--- config.mk ---
export PLATFORM = sky130hd
export DESIGN_NAME = alu_instr_sequencer_flat
export DESIGN_NICKNAME = d
export VERILOG_FILES = /design/src/rtl/alu_instr_sequencer_if.sv /design/src/rtl/alu_instr_sequencer.sv /design/src/flat_wrapper.sv
export SDC_FILE = /design/constraint.sdc
export NUM_CORES = 1
export LEC_CHECK = 0
export BUFFER_PORTS_ARGS = -buffer_cell sky130_fd_sc_hd__buf_2
export CELL_PAD_IN_SITES_DETAIL_PLACEMENT = 0
export CELL_PAD_IN_SITES_GLOBAL_PLACEMENT = 1
export CORE_MARGIN = 2
export CORE_UTILIZATION = 42
export DETAILED_ROUTE_END_ITERATION = 8
export PLACE_DENSITY = 0.75
export SYNTH_ARGS = -nofsm -noshare
export SYNTH_HDL_FRONTEND = slang
export SYNTH_SLANG_ARGS = --single-unit
--- constraint.sdc ---
create_clock -name clk -period 6.6 [get_ports clk]
set_clock_uncertainty 0.15 [all_clocks]
set_input_delay 0.33 -clock clk [delete_from_list [all_inputs] [get_ports clk]]
set_output_delay 0.33 -clock clk [all_outputs]
set_load 0.005 [all_outputs]
--- src/rtl/alu_instr_sequencer_if.sv ---
// Instruction, ALU, result and debug-read bus of the sequencer.
// master = instruction source / ALU owner, slave = sequencer.
interface alu_instr_sequencer_if #(
   parameter int DATA_W = 16,
   parameter int REG_AW = 3
) ();
   logic              inValid;
   logic              inReady;
   logic              inLoad;
   logic [2:0]        inOpc;
   logic [REG_AW-1:0] inSrcM;
   logic [REG_AW-1:0] inSrcN;
   logic              inCarry;
   logic [REG_AW-1:0] inDst;
   logic [DATA_W-1:0] inImm;
   logic [DATA_W-1:0] aluM;
   logic [DATA_W-1:0] aluN;
   logic              aluC;
   logic [2:0]        aluOpc;
   logic [DATA_W-1:0] aluF;
   logic              aluZer;
   logic              aluNeg;
   logic              outValid;
   logic [DATA_W-1:0] outData;
   logic              outZer;
   logic              outNeg;
   logic [REG_AW-1:0] rdAddr;
   logic [DATA_W-1:0] rdData;

   modport master (
      output inValid, inLoad, inOpc,
      output inSrcM, inSrcN, inCarry,
      output inDst, inImm,
      input  inReady,
      input  aluM, aluN, aluC, aluOpc,
      output aluF, aluZer, aluNeg,
      input  outValid, outData,
      input  outZer, outNeg,
      output rdAddr,
      input  rdData
   );

   modport slave (
      input  inValid, inLoad, inOpc,
      input  inSrcM, inSrcN, inCarry,
      input  inDst, inImm,
      output inReady,
      output aluM, aluN, aluC, aluOpc,
      input  aluF, aluZer, aluNeg,
      output outValid, outData,
      output outZer, outNeg,
      input  rdAddr,
      output rdData
   );
endinterface

--- src/rtl/alu_instr_sequencer.sv ---
// Multi-cycle sequencer around a combinational ALU:
// fetch operands, execute, write back, or load an immediate.
module alu_instr_sequencer #(
   parameter int DATA_W = 16,
   parameter int REG_AW = 3
) (
   input logic                 clk,
   input logic                 rst,
   alu_instr_sequencer_if.slave bus
);

   localparam int NREG = 2 ** REG_AW;

   typedef enum logic [1:0] {
      IDLE,
      EXEC,
      WB
   } state_t;

   state_t            state;
   state_t            state_nx;
   logic [DATA_W-1:0] regs [NREG];
   logic [DATA_W-1:0] result;
   logic              zer;
   logic              neg;
   logic [REG_AW-1:0] dst;
   logic              accept;

   assign accept = bus.inValid & bus.inReady;

   // state register
   always_ff @(posedge clk or posedge rst) begin
      if (rst) state <= IDLE;
      else     state <= state_nx;
   end

   // next-state: loads skip EXEC since they bypass the ALU
   always_comb begin
      state_nx = state;
      unique case (state)
         IDLE: begin
            if (accept)
               state_nx = bus.inLoad ? WB : EXEC;
         end
         EXEC:    state_nx = WB;
         WB:      state_nx = IDLE;
         default: state_nx = IDLE;
      endcase
   end

   // handshake and result strobe decode
   always_comb begin
      bus.inReady  = (state == IDLE);
      bus.outValid = (state == WB);
   end

   // ALU operand registers, held stable through EXEC
   always_ff @(posedge clk or posedge rst) begin
      if (rst) begin
         bus.aluM   <= '0;
         bus.aluN   <= '0;
         bus.aluC   <= 1'b0;
         bus.aluOpc <= 3'd0;
      end else if (accept && !bus.inLoad) begin
         bus.aluM   <= regs[bus.inSrcM];
         bus.aluN   <= regs[bus.inSrcN];
         bus.aluC   <= bus.inCarry;
         bus.aluOpc <= bus.inOpc;
      end
   end

   // destination index captured at accept
   always_ff @(posedge clk or posedge rst) begin
      if (rst)         dst <= '0;
      else if (accept) dst <= bus.inDst;
   end

   // result/flags: immediate at accept or ALU output after EXEC
   always_ff @(posedge clk or posedge rst) begin
      if (rst) begin
         result <= '0;
         zer    <= 1'b0;
         neg    <= 1'b0;
      end else if (accept && bus.inLoad) begin
         result <= bus.inImm;
         zer    <= (bus.inImm == '0);
         neg    <= bus.inImm[DATA_W-1];
      end else if (state == EXEC) begin
         result <= bus.aluF;
         zer    <= bus.aluZer;
         neg    <= bus.aluNeg;
      end
   end

   // register file write-back on the edge leaving WB
   always_ff @(posedge clk or posedge rst) begin
      if (rst) begin
         for (int i = 0; i < NREG; i++)
            regs[i] <= '0;
      end else if (state == WB) begin
         regs[dst] <= result;
      end
   end

   // result port holds the last latched value outside WB
   assign bus.outData = result;
   assign bus.outZer  = zer;
   assign bus.outNeg  = neg;

   assign bus.rdData = regs[bus.rdAddr];

endmodule

--- src/flat_wrapper.sv ---
// flat-port wrapper written by rule: the top's interface ports become plain ports
module alu_instr_sequencer_flat 
#(
   parameter int DATA_W = 16,
   parameter int REG_AW = 3
)
  (clk, rst, bus_inValid, bus_inLoad, bus_inOpc, bus_inSrcM, bus_inSrcN, bus_inCarry, bus_inDst, bus_inImm, bus_inReady, bus_aluM, bus_aluN, bus_aluC, bus_aluOpc, bus_aluF, bus_aluZer, bus_aluNeg, bus_outValid, bus_outData, bus_outZer, bus_outNeg, bus_rdAddr, bus_rdData);
  alu_instr_sequencer_if #(.DATA_W(DATA_W), .REG_AW(REG_AW)) bus_i ();
  input logic clk;
  input logic rst;
  input wire logic [$bits(bus_i.inValid)-1:0] bus_inValid;
  input wire logic [$bits(bus_i.inLoad)-1:0] bus_inLoad;
  input wire logic [$bits(bus_i.inOpc)-1:0] bus_inOpc;
  input wire logic [$bits(bus_i.inSrcM)-1:0] bus_inSrcM;
  input wire logic [$bits(bus_i.inSrcN)-1:0] bus_inSrcN;
  input wire logic [$bits(bus_i.inCarry)-1:0] bus_inCarry;
  input wire logic [$bits(bus_i.inDst)-1:0] bus_inDst;
  input wire logic [$bits(bus_i.inImm)-1:0] bus_inImm;
  output wire logic [$bits(bus_i.inReady)-1:0] bus_inReady;
  output wire logic [$bits(bus_i.aluM)-1:0] bus_aluM;
  output wire logic [$bits(bus_i.aluN)-1:0] bus_aluN;
  output wire logic [$bits(bus_i.aluC)-1:0] bus_aluC;
  output wire logic [$bits(bus_i.aluOpc)-1:0] bus_aluOpc;
  input wire logic [$bits(bus_i.aluF)-1:0] bus_aluF;
  input wire logic [$bits(bus_i.aluZer)-1:0] bus_aluZer;
  input wire logic [$bits(bus_i.aluNeg)-1:0] bus_aluNeg;
  output wire logic [$bits(bus_i.outValid)-1:0] bus_outValid;
  output wire logic [$bits(bus_i.outData)-1:0] bus_outData;
  output wire logic [$bits(bus_i.outZer)-1:0] bus_outZer;
  output wire logic [$bits(bus_i.outNeg)-1:0] bus_outNeg;
  input wire logic [$bits(bus_i.rdAddr)-1:0] bus_rdAddr;
  output wire logic [$bits(bus_i.rdData)-1:0] bus_rdData;
  assign bus_i.inValid = bus_inValid;
  assign bus_i.inLoad = bus_inLoad;
  assign bus_i.inOpc = bus_inOpc;
  assign bus_i.inSrcM = bus_inSrcM;
  assign bus_i.inSrcN = bus_inSrcN;
  assign bus_i.inCarry = bus_inCarry;
  assign bus_i.inDst = bus_inDst;
  assign bus_i.inImm = bus_inImm;
  assign bus_inReady = bus_i.inReady;
  assign bus_aluM = bus_i.aluM;
  assign bus_aluN = bus_i.aluN;
  assign bus_aluC = bus_i.aluC;
  assign bus_aluOpc = bus_i.aluOpc;
  assign bus_i.aluF = bus_aluF;
  assign bus_i.aluZer = bus_aluZer;
  assign bus_i.aluNeg = bus_aluNeg;
  assign bus_outValid = bus_i.outValid;
  assign bus_outData = bus_i.outData;
  assign bus_outZer = bus_i.outZer;
  assign bus_outNeg = bus_i.outNeg;
  assign bus_i.rdAddr = bus_rdAddr;
  assign bus_rdData = bus_i.rdData;
  alu_instr_sequencer #(.DATA_W(DATA_W), .REG_AW(REG_AW)) u_core (.clk(clk), .rst(rst), .bus(bus_i));
endmodule
==> impl_results.md, run 1 <==
- Syn. warnings: 0
- Crit-path cells: nor3b_1 -> nand2b_2 -> inv_4 -> nand3_1 -> nand2_1
- Worst-case reg-to-reg path depth: 5
- Floorplan row count: 57
- CTS buffer count: 17
- Area grow syn2layout: 16.84%
- Crit path launch: u_core.state[0]$_DFFE_PP0P_
- Hold Path Class: input pin to flop
- Final instance area: 11960 um2
- Core Region: 24110 um2
- Slew @ Worst Pin: 1.335 ns
- Status: finished, final reports clean
- Cell Area, Synth: 10240 um2
- Setup CP Type: flop to flop
- Residual DRC: 0
- Max IR drop VDD: 166.8 uV
- Nature of the critical path endpoint: flop
- Routed wire per std cell: 22.82 um
- XOR/XNOR share of the synthesized area: 0%
- Setup TNS: 0 ns
- Power density over cell area: 383.3 nW/um2
- Starting density of the core: 42.47%
- F_max: 343.7 MHz
- DR iter-0 viols: 547
- First-pass GRT wire length: 44860 um
- CTS sink cnt: 187
- CTS tree: yes
- Most common cell after layout, fill and taps aside: dfrtp_1
- CP endpoint: u_core.bus.aluM[8]$_DFFE_PP0P_
- Synth Area in Compound Gates: 6.539%
- Min Hold Slack: 0.01140 ns
- Post-Syn Instances: 802
- Max Root-Sink Buffers: 2
- Clock slew at reported path FFs: 0.06 ns
- Final setup violation count: 0
- Pin count of the biggest net entering global routing: 67
- GRT Total Usage: 22.96%
- Final WL: 28860 um
- Vias: 7280
- Horiz. Die Dim: 160.1 um
- Detailed Place HPWL: 17120 um
- Period utilization: 44.08%
- Layout net count: 984
- Die height: 160.1 um
- Post-route ant nets: 0
- Hold-fix buffers at CTS: 40
- P_leak: 5.773 nW
- Post-CTS Setup Repair Bufs: 0
- Total grt overflow: 0
- Setup crit start kind: flop
- R2R Path End: u_core.bus.aluM[8]$_DFFE_PP0P_
- Area leader, netlist: dfrtp_1
- Vias per std cell: 5.755
- Layout cells sized above 1: 37.73%
- Ant. Diodes: 0
- Max-Slew Margin vs Limit: 10.89%
- Global placement routability congestion: 0.7519
- Synthesized-area fraction occupied by adder cells: 0%
- Combinational family with the most area after synthesis: multiplexers
- CTS Root Cell: clkbuf_16
- Most frequent cells in the layout: dfrtp_1, mux2i_1, mux2_2
- RSZ-0062 raised after global routing: false
- WP data required: 6.82 ns
- Syn Nets: 856
- Num ports: 126
- Reg2reg setup slack: 3.69 ns
- Clock latency on the worst-skew pair: 0.43 ns
- Synth area leaders: dfrtp_1, mux2_2, mux2i_1
- PostCTS Resize Cnt: 0
- Unique cell type count in the Yosys netlist: 39
- Final Max Tran Viols: 0
- H-tree depth: 4
- Synthesized flop and latch total: 187
- Mux cell area share after synthesis: 36.46%
- Hold Fails Final Rpt: 0
- Placed cell area: 10970 um2
- CP max stage cell: nand2b_2
- Max-Cap Viols: 0
- Vias in the first global route: 7427
- Syn_area_per_cell: 12.76 um2
- Crit Path Max Fanout: 37
- Crit path DAT: 3.13 ns
- R2R Path Start: u_core.state[0]$_DFFE_PP0P_
- Period minus WS final: 2.909 ns
- Antenna violations before repair: 0
- Post-synth top area share: 45.71%
- Die Area: 25640 um2
- Sequential area share after synthesis: 45.71%
- DRT Pass-1 Iters: 5
- Post-Synth Simple-Gate Area: 6.942%
- # port buffers: 125
- Hold Crit Start: bus_inImm[11]
- CP peak stage delay: 0.71 ns
==> cells by family after synthesis <==
logic type | Yosys count
AO/OA/AOI/OAI | 85
buffers and inverters | 82
flip-flops | 187
multiplexers | 307
AND/OR/NAND/NOR | 141
==> final cells by class <==
type	instances	area (um2)
inverters	21	86.33
clock inverters	8	117.6
multi-input cells	533	5130
repair buffers	170	1069
fillers	2221	12140
well taps	324	405.4
clock buffers	22	474.2
flip-flops and latches	187	4679
==> critical path, delay by kind of cell (launching register included) <==
kind | cells | cell delay, ns
DFF | 1 | 0.44
and+or+nand+nor | 4 | 1.56
buffers and inverters | 1 | 0.66
==> flip-flops by register name, indices dropped and copies added (netlist names) <==
name and cells:
u_core.bus.aluC 1, u_core.bus.aluM 16, u_core.bus.aluN 16, u_core.bus.aluOpc 3
u_core.bus.outData 16, u_core.bus.outNeg 1, u_core.bus.outZer 1, u_core.dst 3
u_core.regs 128, u_core.state 2
==> Yosys cell counts (all sizes together) <==
cell,n
a21oi,2
a222oi,16
a22oi,65
and2,3
and2b,2
and3,1
buf,41
clkbuf,20
dfrtp,187
inv,21
mux2,147
mux2i,128
mux4,32
nand2,80
nand2b,1
nand3,34
nand3b,2
nor2,5
nor2b,5
nor3b,3
nor4,4
o21ai,1
o22ai,1
or2,1
==> worst min-delay path by stage <==
stage,to,slack (ns),cells after the start
final,u_core.bus.outData[11]$_DFFE_PP0P_,0.01,3
after global routing,u_core.bus.outData[11]$_DFFE_PP0P_,0.02,3
after CTS,u_core.bus.outData[11]$_DFFE_PP0P_,0.002,3
after detailed placement,u_core.regs[124]$_DFFE_PP0P_,0.31,2
after global placement,u_core.regs[108]$_DFFE_PP0P_,0.30,2
after floorplan,u_core.bus.aluC$_DFFE_PP0P_,0.29,2
==> layer usage <==
metal | routed length (um) | vias to the layer above | global-route usage [%]
met3 | 1486 | 40 | 4.130
li1 | - | 3251 | -
met5 | 0 | - | 0
met2 | 13130 | 234 | 35.64
met4 | 542 | 0 | 6.634
met1 | 13710 | 3755 | 33.14
==> where the power goes <==
| group | internal (mW) | switching [mW] | leakage (nW) | total, mW |
|---|---|---|---|---|
| clock network | 0.620 | 0.439 | 0.292 | 1.06 |
| logic | 0.874 | 0.546 | 3.11 | 1.42 |
| registers | 1.60 | 0.504 | 2.37 | 2.11 |
| total | 3.10 | 1.49 | 5.77 | 4.58 |
==> through the flow <==
step                util (%)  cells  setup slack (ns)  total power [mW]
floorplan                  -    802             1.035             2.996
global placement       45.51   1195             3.800             3.454
detailed placement     45.51   1195             3.705             3.497
CTS                    49.62   1265             3.695             4.595
global route           49.62   1265             3.445             4.857
finish                 49.62   1265             3.691             4.585
Power figures use the tool's default switching activity.
==> run 2: changes to the inputs <==
--- a/config.mk
+++ b/config.mk
@@ -5,13 +5,14 @@
 export SDC_FILE = /design/constraint.sdc
 export NUM_CORES = 1
 export LEC_CHECK = 0
+export ABC_AREA = 1
 export BUFFER_PORTS_ARGS = -buffer_cell sky130_fd_sc_hd__buf_2
 export CELL_PAD_IN_SITES_DETAIL_PLACEMENT = 0
 export CELL_PAD_IN_SITES_GLOBAL_PLACEMENT = 1
 export CORE_MARGIN = 2
 export CORE_UTILIZATION = 42
 export DETAILED_ROUTE_END_ITERATION = 8
-export PLACE_DENSITY = 0.75
+export PLACE_DENSITY = 0.83
 export SYNTH_ARGS = -nofsm -noshare
 export SYNTH_HDL_FRONTEND = slang
 export SYNTH_SLANG_ARGS = --single-unit
==> constraint.sdc (replaced) <==
create_clock -name clk -period 2.85 [get_ports clk]
set_clock_uncertainty 0.15 [all_clocks]
set_input_delay 0.1425 -clock clk [delete_from_list [all_inputs] [get_ports clk]]
set_output_delay 0.1425 -clock clk [all_outputs]
set_load 0.005 [all_outputs]
==> impl_results.md, run 2 <==
- Status: finished, final reports clean
- Hold Fails Final Rpt: 0
- Most used DFF post-synth: dfrtp_1
- Min Hold Slack: 0.01786 ns
- H-tree depth: 4
- Max Root-Sink Buffers: 2
- Max FFs per register: 128
- Final Max Tran Viols: 0
- Ant. Diodes: 0
- Place WS: 0.9829 ns
- CTS sink cnt: 187
- P_leak: 6.618 nW
- PostCTS Resize Cnt: 0
- Layout net count: 1758
- Top reg by flops: u_core.regs
- # port buffers: 125
- Max-Slew Margin vs Limit: 35.20%
- F_max: 446.3 MHz
- Clock slew at reported path FFs: 0.07 ns
- Area grow syn2layout: 18.16%
- Hold-fix buffers at CTS: 50
- GRT Total Usage: 30.30%
- Syn_area_per_cell: 6.758 um2
- Slew @ Worst Pin: 0.9709 ns
- Synth area leaders: dfrtp_1, nand2_1, nand3_1
- Syn Nets: 1637
- Global placement routability congestion: 0.8799
- CTS buffer count: 17
- Detailed Place HPWL: 24710 um
- Sequential area share after synthesis: 43.74%
- Power density over cell area: 792.1 nW/um2
- Final setup violation count: 0
- Area leader, netlist: dfrtp_1
- Vias per std cell: 5.443
- Pin count of the biggest net entering global routing: 74
- Die Area: 26760 um2
- CTS Root Cell: clkbuf_16
- Routed wire per std cell: 19.46 um
- Post-CTS Setup Repair Bufs: 0
- DR iter-0 viols: 1074
- Setup crit start kind: flop
- Floorplan row count: 58
- Post-Syn Instances: 1583
- Starting density of the core: 42.61%
- Most frequent cells in the layout: nand2_1, nand3_1, o21ai_0
- Leading cell type by number of instances after synthesis: nand2_1
- Post-synthesis async set-or-reset flop share: 100.0%
- Worst setup margin: 0.6092 ns
- Post-synth top area share: 43.74%
- Synth cell count leaders: nand2_1, nand3_1, o21ai_0
- Max IR drop VDD: 339.5 uV
- Syn. warnings: 0
- Horiz. Die Dim: 163.6 um
- Period utilization: 78.62%
- Cell Area, Synth: 10700 um2
- Crit Path Max Fanout: 17
- Crit path DAT: 2.41 ns
- Setup CP Type: flop to flop
- Die height: 163.6 um
- Util after Layout: 50.34%
- Core Region: 25110 um2
- Nature of the critical path endpoint: flop
- DRT Pass-1 Iters: 6
- Hold Path Class: input pin to flop
- Final WL: 39840 um
- Layout cells sized above 1: 11.76%
- Residual DRC: 0
- WP data required: 3.02 ns
- Period minus WS final: 2.241 ns
- Vias in the first global route: 10620
- Vias: 11140
- CTS tree: yes
- Num ports: 126
- Synthesized flop and latch total: 187
- Setup TNS: 0 ns
- EDFF count, synth: 0
- Unique cell type count in the Yosys netlist: 23
- Post-route ant nets: 0
- First-pass GRT wire length: 60710 um
- Clock latency on the worst-skew pair: 0.44 ns
- Most common cell after layout, fill and taps aside: nand2_1
- Total grt overflow: 0
- Antenna violations before repair: 0
- Max-Cap Viols: 0
- RSZ-0062 raised after global routing: false
[run 2: cell count changes in the layout (fill, tap and decap cells not counted), moves of 63 or more]
cell / change
mux2_2: -125
a21oi_1: +63
mux2i_1: -128
a22oi_1: -65
inv_1: +136
nand3_1: +210
nand2_1: +523
o21ai_0: +194
[run 2: final timing paths]
path | startpoint | to | slack [ns] | cells after the start
worst max-delay path | u_core.state[0]$_DFFE_PP0P_ | u_core.bus.outZer$_DFFE_PP0P_ | 0.61 | 6
worst min-delay path | bus_inValid | u_core.dst[1]$_DFFE_PP0N_ | 0.02 | 4
worst max register to register | u_core.state[0]$_DFFE_PP0P_ | u_core.bus.outZer$_DFFE_PP0P_ | 0.61 | 6
worst min register to register | u_core.bus.aluC$_DFFE_PP0P_ | u_core.bus.aluC$_DFFE_PP0P_ | 0.32 | 2
max in group asynchronous | rst | u_core.regs[35]$_DFFE_PP0P_ | 1.59 | 4
min in group asynchronous | rst | u_core.regs[43]$_DFFE_PP0P_ | 0.17 | 3
[run 2: routing by layer]
metal | routed length, um | up-vias | part of all wire, % | global-route usage, %
met1 | 16550 | 5282 | 42 | 39.77
met4 | 1673 | 0 | 4.2 | 14.35
met5 | 0 | - | 0 | 0
li1 | - | 5284 | - | -
met3 | 3306 | 86 | 8.3 | 5.714
met2 | 18300 | 490 | 46 | 48.39
[run 2: where the power goes]
group          total [mW]  switching, mW  internal [mW]  leakage, nW
registers            4.31          0.742           3.56         2.41
clock network        2.41           1.13           1.28        0.282
logic                3.30           2.08           1.22         3.92
[run 2: cell type report]
type / count / area, um2
fillers: 2612 / 12470
multi-input cells: 1127 / 4932
flip-flops and latches: 187 / 4679
repair buffers: 205 / 1401
inverters: 166 / 626.9
clock buffers: 19 / 452.9
well taps: 330 / 412.9
clock inverters: 13 / 135.1
[run 2: cell families (layout without fill, tap and decap cells)]
group	after synthesis	in the layout	synth area share [%]
AO/OA/AOI/OAI	264	264	12.44
buffers and inverters	269	403	10.15
flip-flops	187	187	43.74
AND/OR/NAND/NOR	863	863	33.66
[run 2: critical path, cell delays in order, from the launching register on]
cell	delay [ns]
dfrtp_1	0.43
nand2_1	0.16
clkinv_1	0.41
nand2_1	0.16
a21boi_0	0.18
nand2_1	0.06
dlygate4sd3_1	0.56
[run 2: through the flow]
step | std cells | total power, mW | instance area (um2)
after floorplan | 1583 | 6.218 | 10700
after global placement | 1965 | 7.396 | 11550
after detailed placement | 1965 | 7.468 | 11550
after CTS | 2047 | 10.02 | 12640
after global routing | 2047 | 10.76 | 12640
final | 2047 | 10.01 | 12640
==> run 3: changes to the inputs <==
--- a/config.mk
+++ b/config.mk
@@ -10,9 +10,9 @@
 export CELL_PAD_IN_SITES_DETAIL_PLACEMENT = 0
 export CELL_PAD_IN_SITES_GLOBAL_PLACEMENT = 1
 export CORE_MARGIN = 2
-export CORE_UTILIZATION = 42
+export CORE_UTILIZATION = 38
 export DETAILED_ROUTE_END_ITERATION = 8
-export PLACE_DENSITY = 0.83
+export PLACE_DENSITY = 0.8
 export SYNTH_ARGS = -nofsm -noshare
 export SYNTH_HDL_FRONTEND = slang
 export SYNTH_SLANG_ARGS = --single-unit
==> constraint.sdc (replaced) <==
create_clock -name clk -period 1.9 [get_ports clk]
set_clock_uncertainty 0.15 [all_clocks]
set_input_delay 0.095 -clock clk [delete_from_list [all_inputs] [get_ports clk]]
set_output_delay 0.095 -clock clk [all_outputs]
set_load 0.005 [all_outputs]
==> impl_results.md, run 3 (synthesis results as in run 2) <==
- CTS buffer count: 17
- DR iter-0 viols: 1100
- Top delay family on crit path: flip-flops
- Detailed Place HPWL: 24790 um
- Worst-case reg-to-reg path depth: 9
- CP max stage cell: dfrtp_1
- Overall power: 14.58 mW
- Num ports: 126
- Most frequent cells in the layout: nand2_1, nand3_1, o21ai_0
- Starting density of the core: 38.51%
- WHS Path Cells: 6
- CTS sink cnt: 187
- Antenna violations before repair: 0
- Hold Crit Start: bus_inSrcN[0]
- Vias per std cell: 5.255
- Hold Path Class: input pin to flop
- Pin count of the biggest net entering global routing: 65
- Max Root-Sink Buffers: 2
- # port buffers: 125
- Share of total power in combinational logic: 34.0%
- Period utilization: 92.94%
- Die height: 171.8 um
- DRT Pass-1 Iters: 6
- Vias in the first global route: 10440
- Die Area: 29510 um2
- Hold Fails Final Rpt: 0
- Status: finished, final reports clean
- Core Region: 27780 um2
- Internal power: 8.847 mW
- Final setup violation count: 0
- Psw: 5.728 mW
- Total grt overflow: 0
- GRT Total Usage: 26.30%
- Crit path DAT: 1.52 ns
- Most common cell after layout, fill and taps aside: nand2_1
- Sw Ratio: 39.30%
- Global placement routability congestion: 0.8429
- Clock slew at reported path FFs: 0.07 ns
- Area grow syn2layout: 20.61%
- WP data required: 1.65 ns
- Vias: 11080
- CTS tree: yes
- Crit Path Max Fanout: 4
- Sequential power share: 43.2%
- P_leak: 6.685 nW
- Max FFs per register: 128
- WP buf/inv: 2
- Top reg by flops: u_core.regs
- First-pass GRT wire length: 58890 um
- F_max: 566.3 MHz
- Power density over cell area: 1130 nW/um2
- CTS Root Cell: clkbuf_16
- Setup CP Type: flop to primary output
- Clock Power Share: 22.8%
- Setup TNS: 0 ns
- H-tree depth: 4
- Floorplan row count: 61
- Ant. Diodes: 0
- RSZ-0062 raised after global routing: false
- CP peak stage delay: 0.36 ns
- Final Max Tran Viols: 0
- Routed wire per std cell: 17.96 um
- Layout cells sized above 1: 12.42%
- R2R Path Start: u_core.state[0]$_DFFE_PP0P_
- Post-route ant nets: 0
- Max-Slew Margin vs Limit: 58.32%
- Worst path depth: 7
- Horiz. Die Dim: 171.8 um
- Setup crit start kind: flop
- Layout net count: 1773
- Nature of the critical path endpoint: primary output
- Max IR drop VDD: 471.7 uV
- Final WL: 37880 um
- Clock latency on the worst-skew pair: 0.44 ns
- Crit path launch: u_core.regs[33]$_DFFE_PP0P_
- Residual DRC: 0
- Period minus WS final: 1.766 ns
- Max-Cap Viols: 0
- Worst path most repeated cell: nand2_1
- Slew @ Worst Pin: 0.6239 ns
- Crit-path cells: inv_1 -> a21oi_1 -> o21ai_0 -> nand2_1 -> nand2_1 -> nand2_1 -> buf_2
[run 3: worst paths after layout]
check,end,slack (ns)
min,u_core.bus.aluN[12]$_DFFE_PP0P_,0.06
min in group asynchronous,u_core.regs[52]$_DFFE_PP0P_,0.15
max in group asynchronous,u_core.bus.outNeg$_DFFE_PP0P_,0.76
min reg2reg,u_core.bus.aluOpc[2]$_DFFE_PP0P_,0.32
max,bus_rdData[1],0.13
max reg2reg,u_core.bus.aluN[8]$_DFFE_PP0P_,0.20
[run 3: metrics by stage]
step	cells	setup slack (ns)	hold slack, ns	cell area (um2)	util [%]
detailed placement	2029	0.1346	0.05892	11870	42.73
global placement	2029	0.1932	0.06310	11870	42.73
finish	2109	0.1341	0.05691	12900	46.44
CTS	2108	0.1196	0.04492	12870	46.33
global route	2109	0.003149	0.09213	12900	46.44
floorplan	1583	-0.7515	0.06162	10700	-
[run 3: timing repair]
item,4_1_cts,5_1_grt
endpoints found under the setup margin,0,36
buffers inserted,0,1
hold buffers,48,0
hold endpoints to repair,74,0
resized for setup,0,4
[run 3: layout make-up]
| cell class | count | area (um2) |
|---|---|---|
| Timing Repair Buffer | 220 | 1667 |
| Sequential cell | 187 | 4679 |
| Clock inverter | 10 | 71.32 |
| Clock buffer | 21 | 450.4 |
| Tap cell | 378 | 473.0 |
| Multi-Input combinational cell | 1127 | 4932 |
| Fill cell | 2893 | 14880 |
| Inverter | 166 | 629.4 |
[run 3: worst min-delay path, cell delays in order]
cell and delay [ns]:
buf_2 0.16, nand2_1 0.08, nand3_1 0.06, nand3_1 0.07, nand3_1 0.08, nand2_1 0.06
[run 3: metal layers]
metal	vias up	global-route usage, %	part of all wire (%)	routed length, um
met4	0	8.842	2.3	890
met5	-	0	0	0
met1	5123	37.21	45	16940
met2	573	38.99	42	16060
met3	62	6.880	11	3989
li1	5324	-	-	-
[run 3: power by group through the flow]
stage	Sequential [mW]	Combinational (mW)	Clock, mW
2_1_floorplan	6.11	3.22	0
3_3_place_gp	6.34	4.69	0
3_5_place_dp	6.35	4.78	0
4_1_cts	6.29	4.90	3.36
5_1_grt	6.48	5.69	3.53
6_report	6.30	4.95	3.33
